File: src/rtl/alu_ctrl_pkg.sv
// alu_ctrl_pkg
// Shared constants for the registered ALU control sequencer:
//   - ALU op-class encodings driven by the main control unit
//   - R-type function field encodings
//   - ALU operation codes presented to the ALU (CODE_DEFAULT marks an illegal decode)
//   - FSM state encoding used by alu_control_seq
package alu_ctrl_pkg;

  // ALU op classes from the main control unit
  localparam logic [2:0] OP_R_TYPE = 3'b111;
  localparam logic [2:0] OP_ADDI   = 3'b100;
  localparam logic [2:0] OP_ORI    = 3'b101;
  localparam logic [2:0] OP_LUI    = 3'b110;
  localparam logic [2:0] OP_ANDI   = 3'b011;
  localparam logic [2:0] OP_SLTI   = 3'b010;
  localparam logic [2:0] OP_BRANCH = 3'b001;

  // R-type function field values
  localparam logic [5:0] FN_ADD  = 6'b100000;
  localparam logic [5:0] FN_SUB  = 6'b100010;
  localparam logic [5:0] FN_OR   = 6'b100101;
  localparam logic [5:0] FN_AND  = 6'b100100;
  localparam logic [5:0] FN_NOR  = 6'b100111;
  localparam logic [5:0] FN_SLT  = 6'b101010;
  localparam logic [5:0] FN_SLL  = 6'b000000;
  localparam logic [5:0] FN_SRL  = 6'b000010;
  localparam logic [5:0] FN_MULT = 6'b011000;
  localparam logic [5:0] FN_DIV  = 6'b011010;

  // ALU operation codes
  localparam logic [3:0] CODE_ADD     = 4'b0011;
  localparam logic [3:0] CODE_SUB     = 4'b0001;
  localparam logic [3:0] CODE_OR      = 4'b0111;
  localparam logic [3:0] CODE_AND     = 4'b0100;
  localparam logic [3:0] CODE_NOR     = 4'b0110;
  localparam logic [3:0] CODE_SLT     = 4'b0010;
  localparam logic [3:0] CODE_SLL     = 4'b1011;
  localparam logic [3:0] CODE_SRL     = 4'b1111;
  localparam logic [3:0] CODE_MULT    = 4'b1000;
  localparam logic [3:0] CODE_DIV     = 4'b1010;
  localparam logic [3:0] CODE_LUI     = 4'b0101;
  localparam logic [3:0] CODE_DEFAULT = 4'b1001;

  // Sequencer states
  typedef enum logic [1:0] {
    ST_IDLE  = 2'd0,
    ST_HOLD  = 2'd1,
    ST_MULTI = 2'd2
  } state_t;

endpackage

File: src/rtl/alu_ctrl_decode.sv
// alu_ctrl_decode
// Pure combinational lookup of {alu_op, funct} into the ALU operation code.
// Ports:
//   alu_op     in   op class from the main control unit
//   funct      in   instruction function field
//   code       out  ALU operation code (CODE_DEFAULT when nothing matches)
//   is_multi   out  MULT/DIV, handled by the multi-cycle unit
//   use_shamt  out  SLL/SRL: ALU takes the shift amount instead of rs
//   illegal    out  decode fell through to the default code
module alu_ctrl_decode
  import alu_ctrl_pkg::*;
#(
  parameter int ALU_OP_WIDTH = 3,
  parameter int FUNCT_WIDTH  = 6,
  parameter int CTRL_WIDTH   = 4
) (
  input  logic [ALU_OP_WIDTH-1:0] alu_op,
  input  logic [FUNCT_WIDTH-1:0]  funct,
  output logic [CTRL_WIDTH-1:0]   code,
  output logic                    is_multi,
  output logic                    use_shamt,
  output logic                    illegal
);

  always_comb begin
    code      = CTRL_WIDTH'(CODE_DEFAULT);
    is_multi  = 1'b0;
    use_shamt = 1'b0;
    illegal   = 1'b0;
    case (alu_op)
      ALU_OP_WIDTH'(OP_R_TYPE): begin
        case (funct)
          FUNCT_WIDTH'(FN_ADD):  code = CTRL_WIDTH'(CODE_ADD);
          FUNCT_WIDTH'(FN_SUB):  code = CTRL_WIDTH'(CODE_SUB);
          FUNCT_WIDTH'(FN_OR):   code = CTRL_WIDTH'(CODE_OR);
          FUNCT_WIDTH'(FN_AND):  code = CTRL_WIDTH'(CODE_AND);
          FUNCT_WIDTH'(FN_NOR):  code = CTRL_WIDTH'(CODE_NOR);
          FUNCT_WIDTH'(FN_SLT):  code = CTRL_WIDTH'(CODE_SLT);
          FUNCT_WIDTH'(FN_SLL): begin
            code      = CTRL_WIDTH'(CODE_SLL);
            use_shamt = 1'b1;
          end
          FUNCT_WIDTH'(FN_SRL): begin
            code      = CTRL_WIDTH'(CODE_SRL);
            use_shamt = 1'b1;
          end
          FUNCT_WIDTH'(FN_MULT): begin
            code     = CTRL_WIDTH'(CODE_MULT);
            is_multi = 1'b1;
          end
          FUNCT_WIDTH'(FN_DIV): begin
            code     = CTRL_WIDTH'(CODE_DIV);
            is_multi = 1'b1;
          end
          default: illegal = 1'b1;
        endcase
      end
      ALU_OP_WIDTH'(OP_ADDI):   code = CTRL_WIDTH'(CODE_ADD);
      ALU_OP_WIDTH'(OP_ORI):    code = CTRL_WIDTH'(CODE_OR);
      ALU_OP_WIDTH'(OP_LUI):    code = CTRL_WIDTH'(CODE_LUI);
      ALU_OP_WIDTH'(OP_ANDI):   code = CTRL_WIDTH'(CODE_AND);
      ALU_OP_WIDTH'(OP_SLTI):   code = CTRL_WIDTH'(CODE_SLT);
      ALU_OP_WIDTH'(OP_BRANCH): code = CTRL_WIDTH'(CODE_SUB);
      default:                  illegal = 1'b1;
    endcase
  end

endmodule

File: src/rtl/alu_control_seq.sv
// alu_control_seq
// Registered ALU control decoder with a valid/ready handshake. Single-cycle
// ops appear one cycle after acceptance; MULT/DIV hold the issuing stage off
// for their full latency while a down-counter runs.
//
// state | meaning
// IDLE  | no operation held, ready to accept
// HOLD  | result valid on the outputs, waiting for out_ready_i
// MULTI | MULT/DIV in the execute unit, counter running down
//
// Ports:
//   clk, reset           clock (rising edge), async active-high reset
//   flush_i              synchronous flush, beats every other event
//   in_valid_i/in_ready_o    upstream handshake
//   alu_op_i, alu_function_i decode inputs
//   out_valid_o/out_ready_i  downstream handshake
//   alu_operation_o, use_shamt_o, illegal_o  registered decode results
//   busy_o               multi-cycle operation in progress
module alu_control_seq
  import alu_ctrl_pkg::*;
#(
  parameter int ALU_OP_WIDTH = 3,
  parameter int FUNCT_WIDTH  = 6,
  parameter int CTRL_WIDTH   = 4,
  parameter int MULT_LATENCY = 4,
  parameter int DIV_LATENCY  = 32
) (
  input  logic                    clk,
  input  logic                    reset,
  input  logic                    flush_i,
  input  logic                    in_valid_i,
  output logic                    in_ready_o,
  input  logic [ALU_OP_WIDTH-1:0] alu_op_i,
  input  logic [FUNCT_WIDTH-1:0]  alu_function_i,
  output logic                    out_valid_o,
  input  logic                    out_ready_i,
  output logic [CTRL_WIDTH-1:0]   alu_operation_o,
  output logic                    use_shamt_o,
  output logic                    illegal_o,
  output logic                    busy_o
);

  localparam int CNT_W = 6;

  state_t                state;
  logic [CNT_W-1:0]      count;
  logic [CTRL_WIDTH-1:0] dec_code;
  logic                  dec_multi;
  logic                  dec_shamt;
  logic                  dec_illegal;
  logic                  accept;
  logic [CNT_W-1:0]      multi_load;

  alu_ctrl_decode #(
    .ALU_OP_WIDTH(ALU_OP_WIDTH),
    .FUNCT_WIDTH (FUNCT_WIDTH),
    .CTRL_WIDTH  (CTRL_WIDTH)
  ) u_decode (
    .alu_op   (alu_op_i),
    .funct    (alu_function_i),
    .code     (dec_code),
    .is_multi (dec_multi),
    .use_shamt(dec_shamt),
    .illegal  (dec_illegal)
  );

  // Depends only on state and the flush/out_ready inputs, never on in_valid_i.
  assign in_ready_o = !flush_i &&
                      (state == ST_IDLE || (state == ST_HOLD && out_ready_i));
  assign accept     = in_valid_i && in_ready_o;

  // The accept cycle and the HOLD transition cycle each count as one cycle of
  // latency, so the counter covers the remaining LATENCY-2.
  assign multi_load = (dec_code == CTRL_WIDTH'(CODE_DIV)) ? CNT_W'(DIV_LATENCY - 2)
                                                          : CNT_W'(MULT_LATENCY - 2);

  always_ff @(posedge clk or posedge reset) begin
    if (reset) begin
      state           <= ST_IDLE;
      count           <= '0;
      out_valid_o     <= 1'b0;
      busy_o          <= 1'b0;
      alu_operation_o <= CTRL_WIDTH'(CODE_DEFAULT);
      use_shamt_o     <= 1'b0;
      illegal_o       <= 1'b0;
    end else if (flush_i) begin
      // Data registers keep their contents; out_valid_o already disqualifies them.
      state       <= ST_IDLE;
      count       <= '0;
      out_valid_o <= 1'b0;
      busy_o      <= 1'b0;
    end else if (accept) begin
      alu_operation_o <= dec_code;
      use_shamt_o     <= dec_shamt;
      illegal_o       <= dec_illegal;
      if (dec_multi) begin
        state       <= ST_MULTI;
        count       <= multi_load;
        busy_o      <= 1'b1;
        out_valid_o <= 1'b0;
      end else begin
        state       <= ST_HOLD;
        out_valid_o <= 1'b1;
      end
    end else begin
      case (state)
        ST_HOLD: begin
          if (out_ready_i) begin
            state       <= ST_IDLE;
            out_valid_o <= 1'b0;
          end
        end
        ST_MULTI: begin
          if (count == '0) begin
            state       <= ST_HOLD;
            busy_o      <= 1'b0;
            out_valid_o <= 1'b1;
          end else begin
            count <= count - 1'b1;
          end
        end
        default: ;
      endcase
    end
  end

endmodule

File: config.mk
export PLATFORM = sky130hd
export DESIGN_NAME = alu_control_seq
export DESIGN_NICKNAME = d
export VERILOG_FILES = /design/src/rtl/alu_ctrl_pkg.sv /design/src/rtl/alu_ctrl_decode.sv /design/src/rtl/alu_control_seq.sv
export SDC_FILE = /design/constraint.sdc
export NUM_CORES = 1
export LEC_CHECK = 0
export ABC_CLOCK_PERIOD_IN_PS = 2000
export CAP_MARGIN = 20
export CORE_MARGIN = 1
export CORE_UTILIZATION = 52
export CTS_BUF_LIST = sky130_fd_sc_hd__clkbuf_4 sky130_fd_sc_hd__clkbuf_8
export CTS_CLUSTER_SIZE = 28
export DETAILED_ROUTE_END_ITERATION = 6
export PLACE_DENSITY = 0.81
export SLEW_MARGIN = 10
export SYNTH_ARGS = -nofsm -noshare
export SYNTH_HDL_FRONTEND = slang
export SYNTH_SLANG_ARGS = --single-unit
File: constraint.sdc
create_clock -name clk -period 2 [get_ports clk]
set_input_delay 0.2 -clock clk [delete_from_list [all_inputs] [get_ports clk]]
set_output_delay 0.2 -clock clk [all_outputs]
set_load 0.05 [all_outputs]
======== Word-level counts from Yosys, hierarchy flattened ========
Cells that the tools add are included.
word-level totals
  register bits after elaboration ......... 16
  output and inout port bits .............. 9
operators by class
  add/sub/neg operators ................... 1
  equal/unequal tests ..................... 23
  multiplexer cells ....................... 31
  bitwise logic cells ..................... 1
  reduce and logical (&&, ||, !) cells .... 19
operators with widths
  kind                                                                number
  4-bit case mux with 10 select lines                                 1
  6-bit == test, second input constant                                6
  6-bit two-way mux                                                   5
  4-bit case mux with 7 select lines                                  1
  1-bit two-way mux                                                   15
  3-bit == test, second input constant                                4
  6-bit by 5-bit == test with 1-bit output, second input constant     2
  6-bit zero test                                                     2
  2-bit two-way mux                                                   5
  10-bit OR reduction                                                 1
  3-bit AND reduction                                                 3
  4-bit != test, second input constant                                2
  3-bit by 2-bit == test with 1-bit output, second input constant     2
  6-bit by 2-bit == test with 1-bit output, second input constant     1
  3-bit != test, second input constant                                2
  3-bit nonzero test                                                  2
  6-bit OR reduction                                                  1
  6-bit by 1-bit subtractor with 6-bit output, second input constant  1
  5-bit two-way mux                                                   1
  4-bit == test, second input constant                                1
  1-bit case mux with 2 select lines                                  2
  2-bit case mux with 2 select lines                                  1
  4-bit nonzero test                                                  1
  2-bit OR reduction                                                  2
  9 further kinds                                                     11

======== Logic depth before layout (Yosys ltp) ========
  word-level depth ........................ 8
  gate-level depth with buffers ........... 9

======== Modules after synthesis ========
Synthesis repeated with hierarchy kept, for this count alone.
unflattened totals
  cells, all modules ...................... 132
  area, all modules ....................... 1,221.2 µm²
modules (own cells, without submodules)
  module           instances  cells each  area each (µm²)  sequential area each (µm²)
  alu_control_seq  1          84          898.4            377.9
  alu_ctrl_decode  1          48          322.8            0.0

======== Worst setup path after synthesis ========
Ideal clock, no wire load.
  kind .................................... reg-to-reg
  start point ............................. reg state[0]
  end point ............................... reg count[5]
  library setup time ...................... 0.083 ns
  data arrival time ....................... 1.999 ns
  data required time ...................... 1.917 ns
  path slack .............................. -0.082 ns
  cell stages (with the launch flop) ...... 10
  period minus slack after synthesis ...... 2.082 ns
  path through ............................ dfrtp_1 > inv_1 > ha_1 > a21oi_1 > or3_1 > clkbuf_1 > or2_0 > buf_6 > nand2_1 > o21ai_0
between the ends
  longest elaborated chain between the ends .. 7
  elaborated cells on any way between the ends .. 13
  those cells by class .................... 4 x eq/ne; 2 x mux; 7 x reduce/logical
ends and longest elaborated chain
  item                                                                       RTL line                text
  from (decl)                                                                alu_control_seq.sv:45   state_t state;
  from (signal assigned)                                                     alu_control_seq.sv:79   state <= ST_IDLE;
  from (signal assigned)                                                     alu_control_seq.sv:88   state <= ST_IDLE;
  from (signal assigned)                                                     alu_control_seq.sv:97   state <= ST_MULTI;
  2-bit by 1-bit == test with 1-bit output                                   alu_control_seq.sv:69   (state == ST_IDLE || (state == ST_HOLD && out_ready_i));
  1-bit logical AND                                                          alu_control_seq.sv:69
  1-bit logical OR                                                           alu_control_seq.sv:69
  1-bit logical AND                                                          alu_control_seq.sv:68   assign in_ready_o = !flush_i &&
  1-bit logical AND                                                          alu_control_seq.sv:70   assign accept = in_valid_i && in_ready_o;
  3-bit != test (no source line) (tied with other cells)                     n/a
  3-bit AND reduction (no source line) or 6-bit two-way mux (tied branches)  n/a
  to (signal assigned)                                                       alu_control_seq.sv:98   count <= multi_load;
  to (signal assigned)                                                       alu_control_seq.sv:119  count <= count - 1'b1;
  to (decl)                                                                  alu_control_seq.sv:46   logic [CNT_W-1:0] count;
Several ways; a longest one is shown, not always the timed one.
A chain may end at the register's enable or synchronous reset.

======== Worst setup path in the final report ========
  start point ............................. reg state[0]
  end point ............................... reg count[3]
The elaborated chain is that of the path after synthesis.

==> results by group <==
Logic synthesis
  • Post-synth EDFFs: 0
  • Syn Nets: 150
  • Yosys top cell area share: 0.297
  • Synth Instances: 131
  • Area of the mapped netlist: 1090 um^2
  • Seq cells post-synth: 15
  • Asr flop ratio synth: 1.00
  • Synth cell types: 45
  • Most area-hungry cell type in the Yosys netlist: dfrtp_1
  • Main synth FF type: dfrtp_1
  • Syn_area_per_cell: 8.36 um^2
  • Register area share after synthesis: 0.345
  • Ranking of synthesized cells by area: dfrtp_1 30%, o21ai_0 5.9%, nand2_1 5.8%
  • Syn. warnings: 0

Route
  • Routed len/inst: ~14 um
  • DRC: 0
  • Via count: 1121
  • Pre-antenna DRT Iters: 4
  • ANT nets after route: 0
  • 1st-iter DRT viols: 33
  • Total wire length after detailed routing: 2690 um
  • Via density: 5.81

Power and ir drop
  • Tot Pwr: ~0.85 mW
  • PD cells: 573 nW/um^2
  • Static leakage power: 0.635 nW
  • VDD IR max: 494 uV

Cells and area
  • Area grow syn2layout: 35.2%
  • Fill cells: 176
  • Ant diodes: 0
  • Share of layout cells above drive strength 1: 0.205
  • Most frequent cells in the layout: 21 x clkdlybuf4s50_1, 17 x nand2_1, 15 x buf_4, 13 x o21ai_0, 12 x dfrtp_1
  • Final Instance Count excl. Fillers: approximately 190
  • Most common cell after layout, fill and taps aside: clkdlybuf4s50_1
  • Final net count: 186

STA
  • Slew Viols, Final: 0
  • Final setup viols: 0
  • RSZ-0062 raised after global routing: false
  • Headroom to the max-slew limit: 0.612
  • Hold Fails Final Rpt: 0
  • Worst setup margin: 0.169 ns
  • Tmin final: between 1.5 and 2 ns
  • Final period utilization: 0.916
  • Max Clock Freq: 0.546 GHz
  • Skew final: 0.00202 ns
  • Worst-margin pin slew: around 0.58 ns
  • Setup TNS Final: 0 ns

Floorplanning
  • Die height: around 48 um
  • Die area: 2290 um^2
  • Die Wd: 47.9 um
  • Io pins: 23
  • CORE AREA: 1960 um^2
  • Initial Util: 0.558
  • Core Rows: 16

CTS
  • Total CTS buffers: 3
  • Clk sinks: 15
  • H-tree lvl count: 1
  • Clock Root Buffer: clkbuf_4
  • Clk slew on worst S/H paths: 0.09 ns
  • Worst skew pair latency: 0.28 ns
  • Post-CTS setup buffers: 0
  • CTS tree: yes
  • CTS Buffer Depth: 2

GRT
  • Largest net degree at the start of global routing: 16
  • First-pass GRT wire length: 4400 um
  • Grt total ovfl: 0
  • Vias in the first global route: 1085
  • Initial antenna violation count: 0
  • GRT Overall Usage: 0.273

Setup path
  • CP startpoint kind: register
  • Critical path origin: state[0]$_DFFE_PP0P_
  • Crit-path cells: inv_1 > ha_1 > a21oi_1 > nor3_1 > buf_4 > and2_2 > o21ai_0 > o221ai_2
  • Critical Path RT: 2.16 ns
  • R2r startpoint: state[0]$_DFFE_PP0P_
  • Max stage delay on crit path: 0.39 ns
  • R2r setup slk: 0.17 ns
  • Critical path class: register to register
  • Worst path slowest cell: dfrtp_2
  • Worst Setup End Kind: register
  • Worst Path Arrival: 1.99 ns
  • Crit path max fanout: 12

Placed design
  • Dpl hpwl: around 2200 um
  • Placer Congestion: 0.910
  • Port bufs: 22
  • Pre-CTS WS: approximately 0.032 ns
  • Placed cells: 189

Worst hold path
  • Worst Hold Class: input port to async pin

Job
  • Max-cap violations: 0

Outcome
  • Status: completed
[kinds of logic after synthesis]
logic type,synth area share
simple gates,0.219
buf+inv,0.0617
xor+xnor,0.00800
mux,0.0389
fa+ha+maj,0.0571
flops,0.345
compound gates,0.270
[worst paths after layout]
| kind | endpoint | cells after the start |
|---|---|---|
| min | use_shamt_o$_DFFE_PP0P_ | 2 |
| max reg2reg | count[3]$_DFFE_PP0P_ | 8 |
| max | count[3]$_DFFE_PP0P_ | 8 |
| max in group asynchronous | state[0]$_DFFE_PP0P_ | 2 |
| min in group clk | use_shamt_o$_DFFE_PP0P_ | 2 |
| min reg2reg | use_shamt_o$_DFFE_PP0P_ | 2 |
[repair_timing]
action	4_1_cts	5_1_grt
resized for setup	0	1
hold buffers	0	0
endpoints found under the setup margin	0	1
[state kept, by name, indices dropped and copies added, names as in the netlist]
signal and flops:
alu_operation_o 4, state 2, illegal_o 1, busy_o 1
count 6, use_shamt_o 1
[cell type report]
class	count	area, um^2	share of cell area
Clock buffer	4	30.0	0.0203
Inverter	10	37.5	0.0254
Tap cell	27	33.8	0.0228
Sequential cell	15	379	0.256
Timing Repair Buffer	37	343	0.232
Multi-Input combinational cell	100	657	0.444
[synthesized netlist by cell type (3+ instances only)]
library cell,count
a21oi_1,7
o21ai_0,13
nor3_1,3
o22ai_1,3
o41ai_1,5
clkbuf_1,5
nand2_1,17
inv_1,10
ha_1,5
dfrtp_1,13
nor2_1,10
[critical path: cells and delay by family, from the launching register on]
family | cells | cell delay (ns)
AO/OA/AOI/OAI | 3 | 0.58
AND/OR/NAND/NOR | 2 | 0.28
buffers and inverters | 2 | 0.26
adder cells (fa/ha/maj) | 1 | 0.19
flip-flops | 1 | 0.39
[power breakdown]
part / leakage [nW] / switching [mW] / internal, mW / total [mW]
combinational: 0.420 / 0.186 / 0.128 / 0.314
clock: 0.0184 / 0.0962 / 0.0909 / 0.187
sequential: 0.197 / 0.0147 / 0.332 / 0.347
[routing by layer]
metal  up-vias  GRT usage  share of wire
li1        552          -              -
met1       517      0.319           0.42
met2        42      0.486           0.51
met3        10     0.0491          0.039
met4         0      0.117          0.030
met5         -          0              0
[stage by stage]
step                hold WS (ns)   util  cell area, um^2
finish                     0.268  0.754             1480
global route               0.354  0.754             1480
CTS                        0.289  0.751             1470
detailed placement         0.462  0.735             1440
global placement           0.460  0.735             1440
floorplan                  0.100      -             1100
Note: power is estimated with default switching activity, not from simulation.
